--- src/rtl/id_stage.sv ---
// id_stage: RV32 instruction-decode stage.
// Decodes the instruction in ID into a 12-bit control word and immediate,
// forms register-file read indices and the writeback write port, and
// resolves jumps in ID. Decode results are registered for EX.
// Optional feature macro: ID_BRANCH_RESOLVE_EN. When defined, conditional
// branches (opcode 1100011) are resolved here. When undefined, that opcode
// decodes as a bubble.
module id_stage (
  input  logic               clk,
  input  logic               reset_n,
  input  logic               op_write,
  input  logic [31:0]        pipe_pc,
  input  logic [31:0]        pipe_pc4,
  input  logic [31:0]        pipe_data,
  input  logic [31:0]        write_addr,
  input  logic [31:0]        write_data,
  input  logic [31:0]        load_pc_reg_value1,
  input  logic [31:0]        load_pc_reg_value2,
  output logic [31:0]        load_pc_reg_addr1,
  output logic [31:0]        load_pc_reg_addr2,
  output logic [31:0]        write_pc_reg_addr,
  output logic [31:0]        write_pc_reg_value,
  output logic               control_j,
  output logic [31:0]        pc_j,
  output logic [8:0]         ctrl_ex,
  output logic [31:0]        pc4_ex,
  output logic [31:0]        r_data1,
  output logic [31:0]        r_data2,
  output logic signed [31:0] extended,
  output logic [31:0]        rd_ex
);

  // Control words: {branch, jal, jalr, RegWrite, Link, MemToReg,
  //                 MemRead, MemWrite, ALUop[2:0], ALUSrc}
  localparam logic [11:0] W_ADD  = 12'b000_100_00_0000;
  localparam logic [11:0] W_SUB  = 12'b000_100_00_0010;
  localparam logic [11:0] W_SLL  = 12'b000_100_00_1000;
  localparam logic [11:0] W_SLT  = 12'b000_100_00_1010;
  localparam logic [11:0] W_AND  = 12'b000_100_00_0100;
  localparam logic [11:0] W_OR   = 12'b000_100_00_0110;
  localparam logic [11:0] W_ADDI = 12'b000_100_00_0001;
  localparam logic [11:0] W_LD   = 12'b000_101_10_0001;
  localparam logic [11:0] W_SD   = 12'b000_000_01_0001;
  localparam logic [11:0] W_JAL  = 12'b010_110_00_0000;
  localparam logic [11:0] W_JALR = 12'b001_110_00_0000;

  logic [6:0]  w_opcode;
  logic [2:0]  w_funct3;
  logic        w_funct7b5;
  logic [31:0] w_rd_field;
  logic [31:0] w_imm_i;
  logic [31:0] w_imm_s;
  logic [31:0] w_imm_uj;
  logic [31:0] w_jalr_sum;

  logic [11:0] w_word;
  logic [31:0] w_imm;
  logic [31:0] w_rd;
  logic        w_take;
  logic [31:0] w_target;

  logic        r_control_j;
  logic [31:0] r_pc_j;
  logic [8:0]  r_ctrl_ex;
  logic [31:0] r_pc4_ex;
  logic [31:0] r_data1_q;
  logic [31:0] r_data2_q;
  logic [31:0] r_extended;
  logic [31:0] r_rd_ex;

  assign w_opcode   = pipe_data[6:0];
  assign w_funct3   = pipe_data[14:12];
  assign w_funct7b5 = pipe_data[30];
  assign w_rd_field = {27'd0, pipe_data[11:7]};
  assign w_imm_i    = {{20{pipe_data[31]}}, pipe_data[31:20]};
  assign w_imm_s    = {{20{pipe_data[31]}}, pipe_data[31:25], pipe_data[11:7]};
  assign w_imm_uj   = {{11{pipe_data[31]}}, pipe_data[31], pipe_data[19:12],
                       pipe_data[20], pipe_data[30:21], 1'b0};
  assign w_jalr_sum = load_pc_reg_value1 + w_imm_i;

`ifdef ID_BRANCH_RESOLVE_EN
  logic [31:0] w_imm_sb;
  logic        w_eq;
  logic        w_lt;
  assign w_imm_sb = {{19{pipe_data[31]}}, pipe_data[31], pipe_data[7],
                     pipe_data[30:25], pipe_data[11:8], 1'b0};
  assign w_eq     = (load_pc_reg_value1 == load_pc_reg_value2);
  assign w_lt     = ($signed(load_pc_reg_value1) < $signed(load_pc_reg_value2));
`endif

  // Register-file read indices come straight from the rs1/rs2 fields.
  assign load_pc_reg_addr1 = {27'd0, pipe_data[19:15]};
  assign load_pc_reg_addr2 = {27'd0, pipe_data[24:20]};

  // Writeback port is suppressed for x0 so it can never be modified.
  assign write_pc_reg_addr  = (op_write && (write_addr != 32'd0)) ? write_addr : 32'd0;
  assign write_pc_reg_value = (op_write && (write_addr != 32'd0)) ? write_data : 32'd0;

  // Decode opcode/funct into control word, immediate, rd and redirect.
  always_comb begin
    w_word   = '0;
    w_imm    = '0;
    w_rd     = '0;
    w_take   = 1'b0;
    w_target = '0;
    case (w_opcode)
      7'b0110011: begin
        case (w_funct3)
          3'b000:  w_word = w_funct7b5 ? W_SUB : W_ADD;
          3'b001:  w_word = W_SLL;
          3'b010:  w_word = W_SLT;
          3'b111:  w_word = W_AND;
          3'b110:  w_word = W_OR;
          default: w_word = '0;
        endcase
        // Unsupported funct leaves a bubble, which carries no rd.
        if (w_word != 12'd0) w_rd = w_rd_field;
      end
      7'b0010011: begin
        w_word = W_ADDI;
        w_imm  = w_imm_i;
        w_rd   = w_rd_field;
      end
      7'b0000011: begin
        w_word = W_LD;
        w_imm  = w_imm_i;
        w_rd   = w_rd_field;
      end
      7'b0100011: begin
        w_word = W_SD;
        w_imm  = w_imm_s;
      end
`ifdef ID_BRANCH_RESOLVE_EN
      7'b1100011: begin
        case (w_funct3)
          3'b000: begin w_word = 12'b100_000_00_0000; w_take = w_eq;  end
          3'b001: begin w_word = 12'b100_000_00_0000; w_take = !w_eq; end
          3'b100: begin w_word = 12'b100_000_00_0000; w_take = w_lt;  end
          3'b101: begin w_word = 12'b100_000_00_0000; w_take = !w_lt; end
          default: w_word = '0;
        endcase
        if (w_word != 12'd0) w_imm = w_imm_sb;
        if (w_take) w_target = pipe_pc + w_imm_sb;
      end
`endif
      7'b1101111: begin
        w_word   = W_JAL;
        w_imm    = w_imm_uj;
        w_rd     = w_rd_field;
        w_take   = 1'b1;
        w_target = pipe_pc + w_imm_uj;
      end
      7'b1100111: begin
        w_word   = W_JALR;
        w_imm    = w_imm_i;
        w_rd     = w_rd_field;
        w_take   = 1'b1;
        w_target = {w_jalr_sum[31:1], 1'b0};
      end
      default: ;
    endcase
  end

  // Pipeline register into EX; cleared asynchronously by reset.
  always_ff @(posedge clk or negedge reset_n) begin
    if (!reset_n) begin
      r_control_j <= 1'b0;
      r_pc_j      <= '0;
      r_ctrl_ex   <= '0;
      r_pc4_ex    <= '0;
      r_data1_q   <= '0;
      r_data2_q   <= '0;
      r_extended  <= '0;
      r_rd_ex     <= '0;
    end else begin
      r_control_j <= w_take;
      r_pc_j      <= w_take ? w_target : 32'd0;
      r_ctrl_ex   <= w_word[8:0];
      r_pc4_ex    <= pipe_pc4;
      r_data1_q   <= load_pc_reg_value1;
      r_data2_q   <= load_pc_reg_value2;
      r_extended  <= w_imm;
      r_rd_ex     <= w_rd;
    end
  end

  assign control_j = r_control_j;
  assign pc_j      = r_pc_j;
  assign ctrl_ex   = r_ctrl_ex;
  assign pc4_ex    = r_pc4_ex;
  assign r_data1   = r_data1_q;
  assign r_data2   = r_data2_q;
  assign extended  = r_extended;
  assign rd_ex     = r_rd_ex;

endmodule

--- config.mk ---
export PLATFORM = sky130hd
export DESIGN_NAME = id_stage
export DESIGN_NICKNAME = d
export VERILOG_FILES = /design/src/rtl/id_stage.sv
export SDC_FILE = /design/constraint.sdc
export NUM_CORES = 1
export LEC_CHECK = 0
export CELL_PAD_IN_SITES_DETAIL_PLACEMENT = 1
export CELL_PAD_IN_SITES_GLOBAL_PLACEMENT = 1
export CORE_AREA = 2 2 216 218
export CTS_BUF_LIST = sky130_fd_sc_hd__clkbuf_2
export CTS_CLUSTER_DIAMETER = 100
export CTS_CLUSTER_SIZE = 30
export DETAILED_ROUTE_END_ITERATION = 8
export DIE_AREA = 0 0 218 220
export MAX_ROUTING_LAYER = met4
export PLACE_DENSITY_LB_ADDON = 0.1
export SLEW_MARGIN = 20
export SYNTH_ARGS = -nofsm -noshare
export SYNTH_HDL_FRONTEND = slang
export SYNTH_SLANG_ARGS = --single-unit
--- constraint.sdc ---
create_clock -name clk -period 2.39 [get_ports clk]
set_input_delay 0.3585 -clock clk [delete_from_list [all_inputs] [get_ports clk]]
set_output_delay 0.3585 -clock clk [all_outputs]
set_load 0.02 [all_outputs]
After elaboration in Yosys (flattened, before gate mapping)
Index checks and enable logic that the tools add are counted.

Multiply operators: 0. Reductions and logical operators: 7. Bitwise operators: 0. Div/mod/pow operators: 0. Mux-type cells: 12. Shift operators: 0. $lt $le $gt $ge: 0. $add $sub $neg: 2. Eq/ne operators: 10.

Operators by type and width (number): $mux W32 (3); $pmux W32 S3 (1); $add A32 B32 Y32 (2); $pmux W32 S2 (1); $pmux W9 S6 (1); $pmux W9 S5 (1); $reduce_bool A32 Y1 (1); $eq A7 B6 Y1 const B (2); $eq A7 B7 Y1 const B (2); $mux W12 (1); $reduce_bool A12 Y1 (1); $pmux W5 S2 (1); $eq A7 B2 Y1 const B (1); $eq A7 B5 Y1 const B (1); $eq A3 B3 Y1 const B (2); $mux W5 (1); $reduce_or A4 Y1 (1); $eq A3 B1 Y1 const B (1); $eq A3 B2 Y1 const B (1); $logic_not A3 Y1 (1); $reduce_or A3 Y1 (1); $mux W2 (1); $reduce_or A2 Y1 (1); $logic_and A1 B1 Y1 (1); $mux W1 (1).

Bits in latches: 0. Output and inout bits: 330. ROM bits: 0. Memories: 0. Input bits: 227. Bits in registers: 202. Bits in writable memories: 0. Logic and storage cells: 39.

Logic depth before layout (Yosys ltp)
Depth in word-level cells: 6. Gate-level depth with buffers: 10.

Worst setup path after synthesis
Ideal clock, no wire load.

Kind: input to register. From: input port pipe_pc[1]. To: register r_pc_j[31], in the netlist pc_j[31]. Data required time: 2.253 ns. Buffers on the path: 0. Data arrival time: 2.374 ns. Slack: -0.121 ns. Setup time: 0.137 ns. Stages on the path: 10. Cell sequence: ha_1 fa_1 a211oi_1 o211ai_1 nand2_1 o21a_1 nand4bb_1 a31oi_1 mux2i_1 o22ai_1.

Word-level cells in the longest chain between the ends: 3.

Ends and longest elaborated chain: start, declared (RTL line 12) `input logic [31:0] pipe_pc,`; $add A32 B32 Y32 (RTL line 151) `w_target = pipe_pc + w_imm_uj;`; $pmux W32 S2 (RTL line 106) `case (w_opcode)`; $mux W32 (RTL line 177) `r_pc_j <= w_take ? w_target : 32'd0;`; end signal, assigned (RTL line 177); end, declared (RTL line 63) `logic [31:0] r_pc_j;`.

Every way passes these cells.

Worst setup path after layout
From: input port load_pc_reg_value1[8]. To: register r_pc_j[25], in the netlist pc_j[25].

Word-level cells in the longest chain between the ends: 3.

Ends and longest elaborated chain: start, declared (RTL line 17) `input logic [31:0] load_pc_reg_value1,`; $add A32 B32 Y32 (RTL line 79) `assign w_jalr_sum = load_pc_reg_value1 + w_imm_i;`; $pmux W32 S2 (RTL line 106); $mux W32 (RTL line 177).

Every way passes these cells.

==> results_dict.tcl <==
set metrics [dict create \
    status "completed" \
    final_common_cell "buf_4" \
    die_w_um 218 \
    grt_first_pass_wirelength_um 61900 \
    p_leak_nw 8.64 \
    synth_compound_area_frac 0.182 \
    cp-end-kind "flop" \
    routabilityCongestion 0.793 \
    relSlewSlack 0.479 \
    antenna_found_initial 5 \
    htree_levels 4 \
    synth_adder_area_share 0.0836 \
    grt_pass1_vias 10600 \
    finalCritPeriodShare 0.997 \
    nets 2007 \
    slowest_stage "dlygate4sd3_1" \
    synth_edf_count 0 \
    io_pins 557 \
    start_util 0.206 \
    crit_end "pc_j[25]" \
    yosys.area_share.xor_xnor 0.0491 \
    hold_viol_final 0 \
    areaGrowthSynthToFinish_pct 85.9 \
    cts_buffers 17 \
    setup_viol 0 \
    muxShareOfSynthArea 0.00529 \
    worst-path-buf-inv 2 \
    synth.avg_cell_area_um2 10.1 \
    fill_cells 5285 \
    crit_path_max_incr_delay_ps 550 \
    min_period_ps 2380 \
    drv_cap 0 \
    yosys_warnings 0 \
    stdcell_count 2341 \
    core_area_um2 45900 \
    vias_per_cell 4.15 \
    clock_sinks 163 \
    overflow 0 \
    root_buffer "clkbuf_2" \
    drc 0 \
    cp.required_ps 3290 \
    cts_tree "built" \
    startpoint_type "input pin" \
    ys_seq_area_frac 0.431 \
    grt.total_usage 0.178 \
    yosysUniqueCellTypes 75 \
    synth_async_sr_flop_share 1.00 \
    final_max_slew_viol_count 0 \
    hold_class "in -> reg" \
    io_buffer_count 475 \
    wire_per_inst_um 17.9 \
    whs_ps 43.8 \
    fin_ws_ps 6.73 \
    synth_seq_cells 163 \
    startpoint "load_pc_reg_value1[8]" \
    power_density_nw_per_um2 429 \
    final_cell_mix "buf_4 (221), clkdlybuf4s50_1 (196), dlygate4sd2_1 (187)" \
    crit_path_frequent_cell "o21ai_2" \
    die_h_um 220 \
    path_clk_slew_ps 250 \
    wl_um 41800 \
    fmax_mhz 420 \
    synth_top_family_by_area "compound AO/OA/AOI/OAI gates" \
    netlist_instances 933 \
    postLayoutCoreUtil 0.383 \
    worst-setup-path-type "in -> reg" \
    path_depth 11 \
    dr.pass1.iters 4 \
    placementRows 79 \
    tightest_slew_ps 782 \
    synth_simple_gate_area_share 0.147 \
    vias 9712 \
    drive_above_1_share 0.235 \
    stdcell_area_um2 17600 \
    dpl_cell_area_um2 16100 \
    crit_path_max_fanout 4 \
    critPathTopFamily "buffers and inverters" \
    dp_hpwl_um 33300 \
    synth_ff_type "dfrtp_1" \
    placed_cells 2181 \
    vdd_drop_max_mv 0.273 \
    first_iter_violations 259 \
    ant_nets 0 \
    dieArea_um2 48000 \
    clock_path_buffers 2 \
    cp_cell_sequence "dlygate4sd3_1 -> clkdlybuf4s50_1 -> ha_1 -> a21oi_1 -> o21ai_2 -> or3b_4 -> o21ai_2 -> o2bb2ai_2 -> o21bai_1 -> xnor2_1 -> o22ai_1" \
    pre_cts_ws_ps -781 \
    syn_area_um2 9460 \
    arrival_ps 3280 \
    grt_start_max_net_pins 56 \
]
==> flip-flops by register name, summed over array words and instances (netlist names) <==
name	flops
ctrl_ex	8
extended	21
rd_ex	5
control_j	1
pc4_ex	32
r_data1	32
r_data2	32
pc_j	32
==> per-stage QoR <==
| step | power (W) | setup TNS [ps] |
|---|---|---|
| floorplan | 0.00431 | 0 |
| global placement | 0.00567 | -54740 |
| detailed placement | 0.00570 | -53200 |
| CTS | 0.00766 | -32.9 |
| global route | 0.00802 | -11.6 |
| finish | 0.00755 | 0 |
==> area by class of cell <==
class / count / area [um2] / area share
clock buffer: 17 / 85.1 / 0.00484
tap: 607 / 759 / 0.0432
antenna: 4 / 10.0 / 0.000569
clock inverter: 14 / 191 / 0.0109
sequential: 163 / 4080 / 0.232
multi-input combinational: 702 / 5000 / 0.284
inverter: 12 / 45.0 / 0.00256
timing repair buffer: 822 / 7410 / 0.421
==> per-layer routing <==
layer / wire (um) / global-route usage / share of wire / vias up
met5: 0 / - / 0 / -
met1: 17700 / 0.210 / 0.42 / 4710
met4: 690 / 0.0476 / 0.016 / 0
li1: - / - / - / 4663
met3: 2350 / 0.0415 / 0.056 / 38
met2: 21100 / 0.303 / 0.51 / 301
==> synthesized netlist by cell type, types with 2 or more instances <==
library cell | number | area, um2
xnor2_1 | 34 | 298
o22ai_1 | 10 | 62.6
a21o_1 | 38 | 285
nand2_1 | 49 | 184
nor4_1 | 8 | 50.1
or3_1 | 4 | 25.0
o21ai_1 | 5 | 25.0
o21bai_1 | 7 | 52.6
a211oi_1 | 11 | 82.6
ha_1 | 60 | 751
nand2b_1 | 6 | 37.5
o31ai_1 | 4 | 30.0
buf_4 | 103 | 773
o21ai_2 | 4 | 35.0
nor3_1 | 12 | 60.1
a21boi_0 | 2 | 15.0
nor2_1 | 50 | 188
o211ai_1 | 8 | 60.1
a21oi_2 | 4 | 35.0
clkbuf_1 | 21 | 78.8
buf_2 | 9 | 45.0
a211oi_2 | 4 | 50.1
a21oi_1 | 66 | 330
mux2i_1 | 5 | 50.1
nand3_1 | 17 | 85.1
a22o_1 | 5 | 43.8
nand4_1 | 12 | 75.1
a31oi_1 | 5 | 31.3
dfrtp_1 | 163 | 4080
o21a_1 | 9 | 67.6
o21ai_0 | 30 | 150
o221ai_2 | 3 | 45.0
buf_1 | 2 | 7.51
and2_1 | 73 | 457
nor2b_1 | 13 | 81.3
xor2_1 | 19 | 166
inv_1 | 11 | 41.3
a2bb2oi_1 | 2 | 17.5
fa_1 | 2 | 40.0
and3_1 | 8 | 50.1
==> cells by family (layout without fill, tap and decap cells) <==
kind of cell	after synthesis	count (layout)
fa+ha+maj	62	62
compound gates	239	239
buf+inv	148	865
other cells	1	85
flops	163	163
mux	5	5
xor+xnor	53	53
simple gates	262	262
==> what timing repair did <==
action | in CTS | in global routing
setup buffers | 4 | 1
gates resized for setup | 479 | 59
cloned | 3 | 0
endpoints found under the setup margin | 239 | 32
pin swaps | 11 | 24
hold buffers | 120 | 4
endpoints found under the hold margin | 285 | 4
==> how the worst min path moves through the flow <==
stage | start | end | slack, ps | cells after the start
floorplan | reset_n | control_j | 60 | 0
global placement | reset_n | r_data2[20] | 320 | 1
detailed placement | reset_n | r_data2[20] | 320 | 1
CTS | pipe_data[15] | extended[15] | 2 | 3
global route | load_pc_reg_value1[1] | r_data1[1] | 4 | 2
finish | load_pc_reg_value1[1] | r_data1[1] | 40 | 2
==> where the power goes <==
part / switching, W / internal, W / total [W]
registers: 0.0000227 / 0.00286 / 0.00288
logic: 0.00142 / 0.00146 / 0.00288
clock network: 0.00125 / 0.000542 / 0.00179
(Power assumes the default switching activity.)
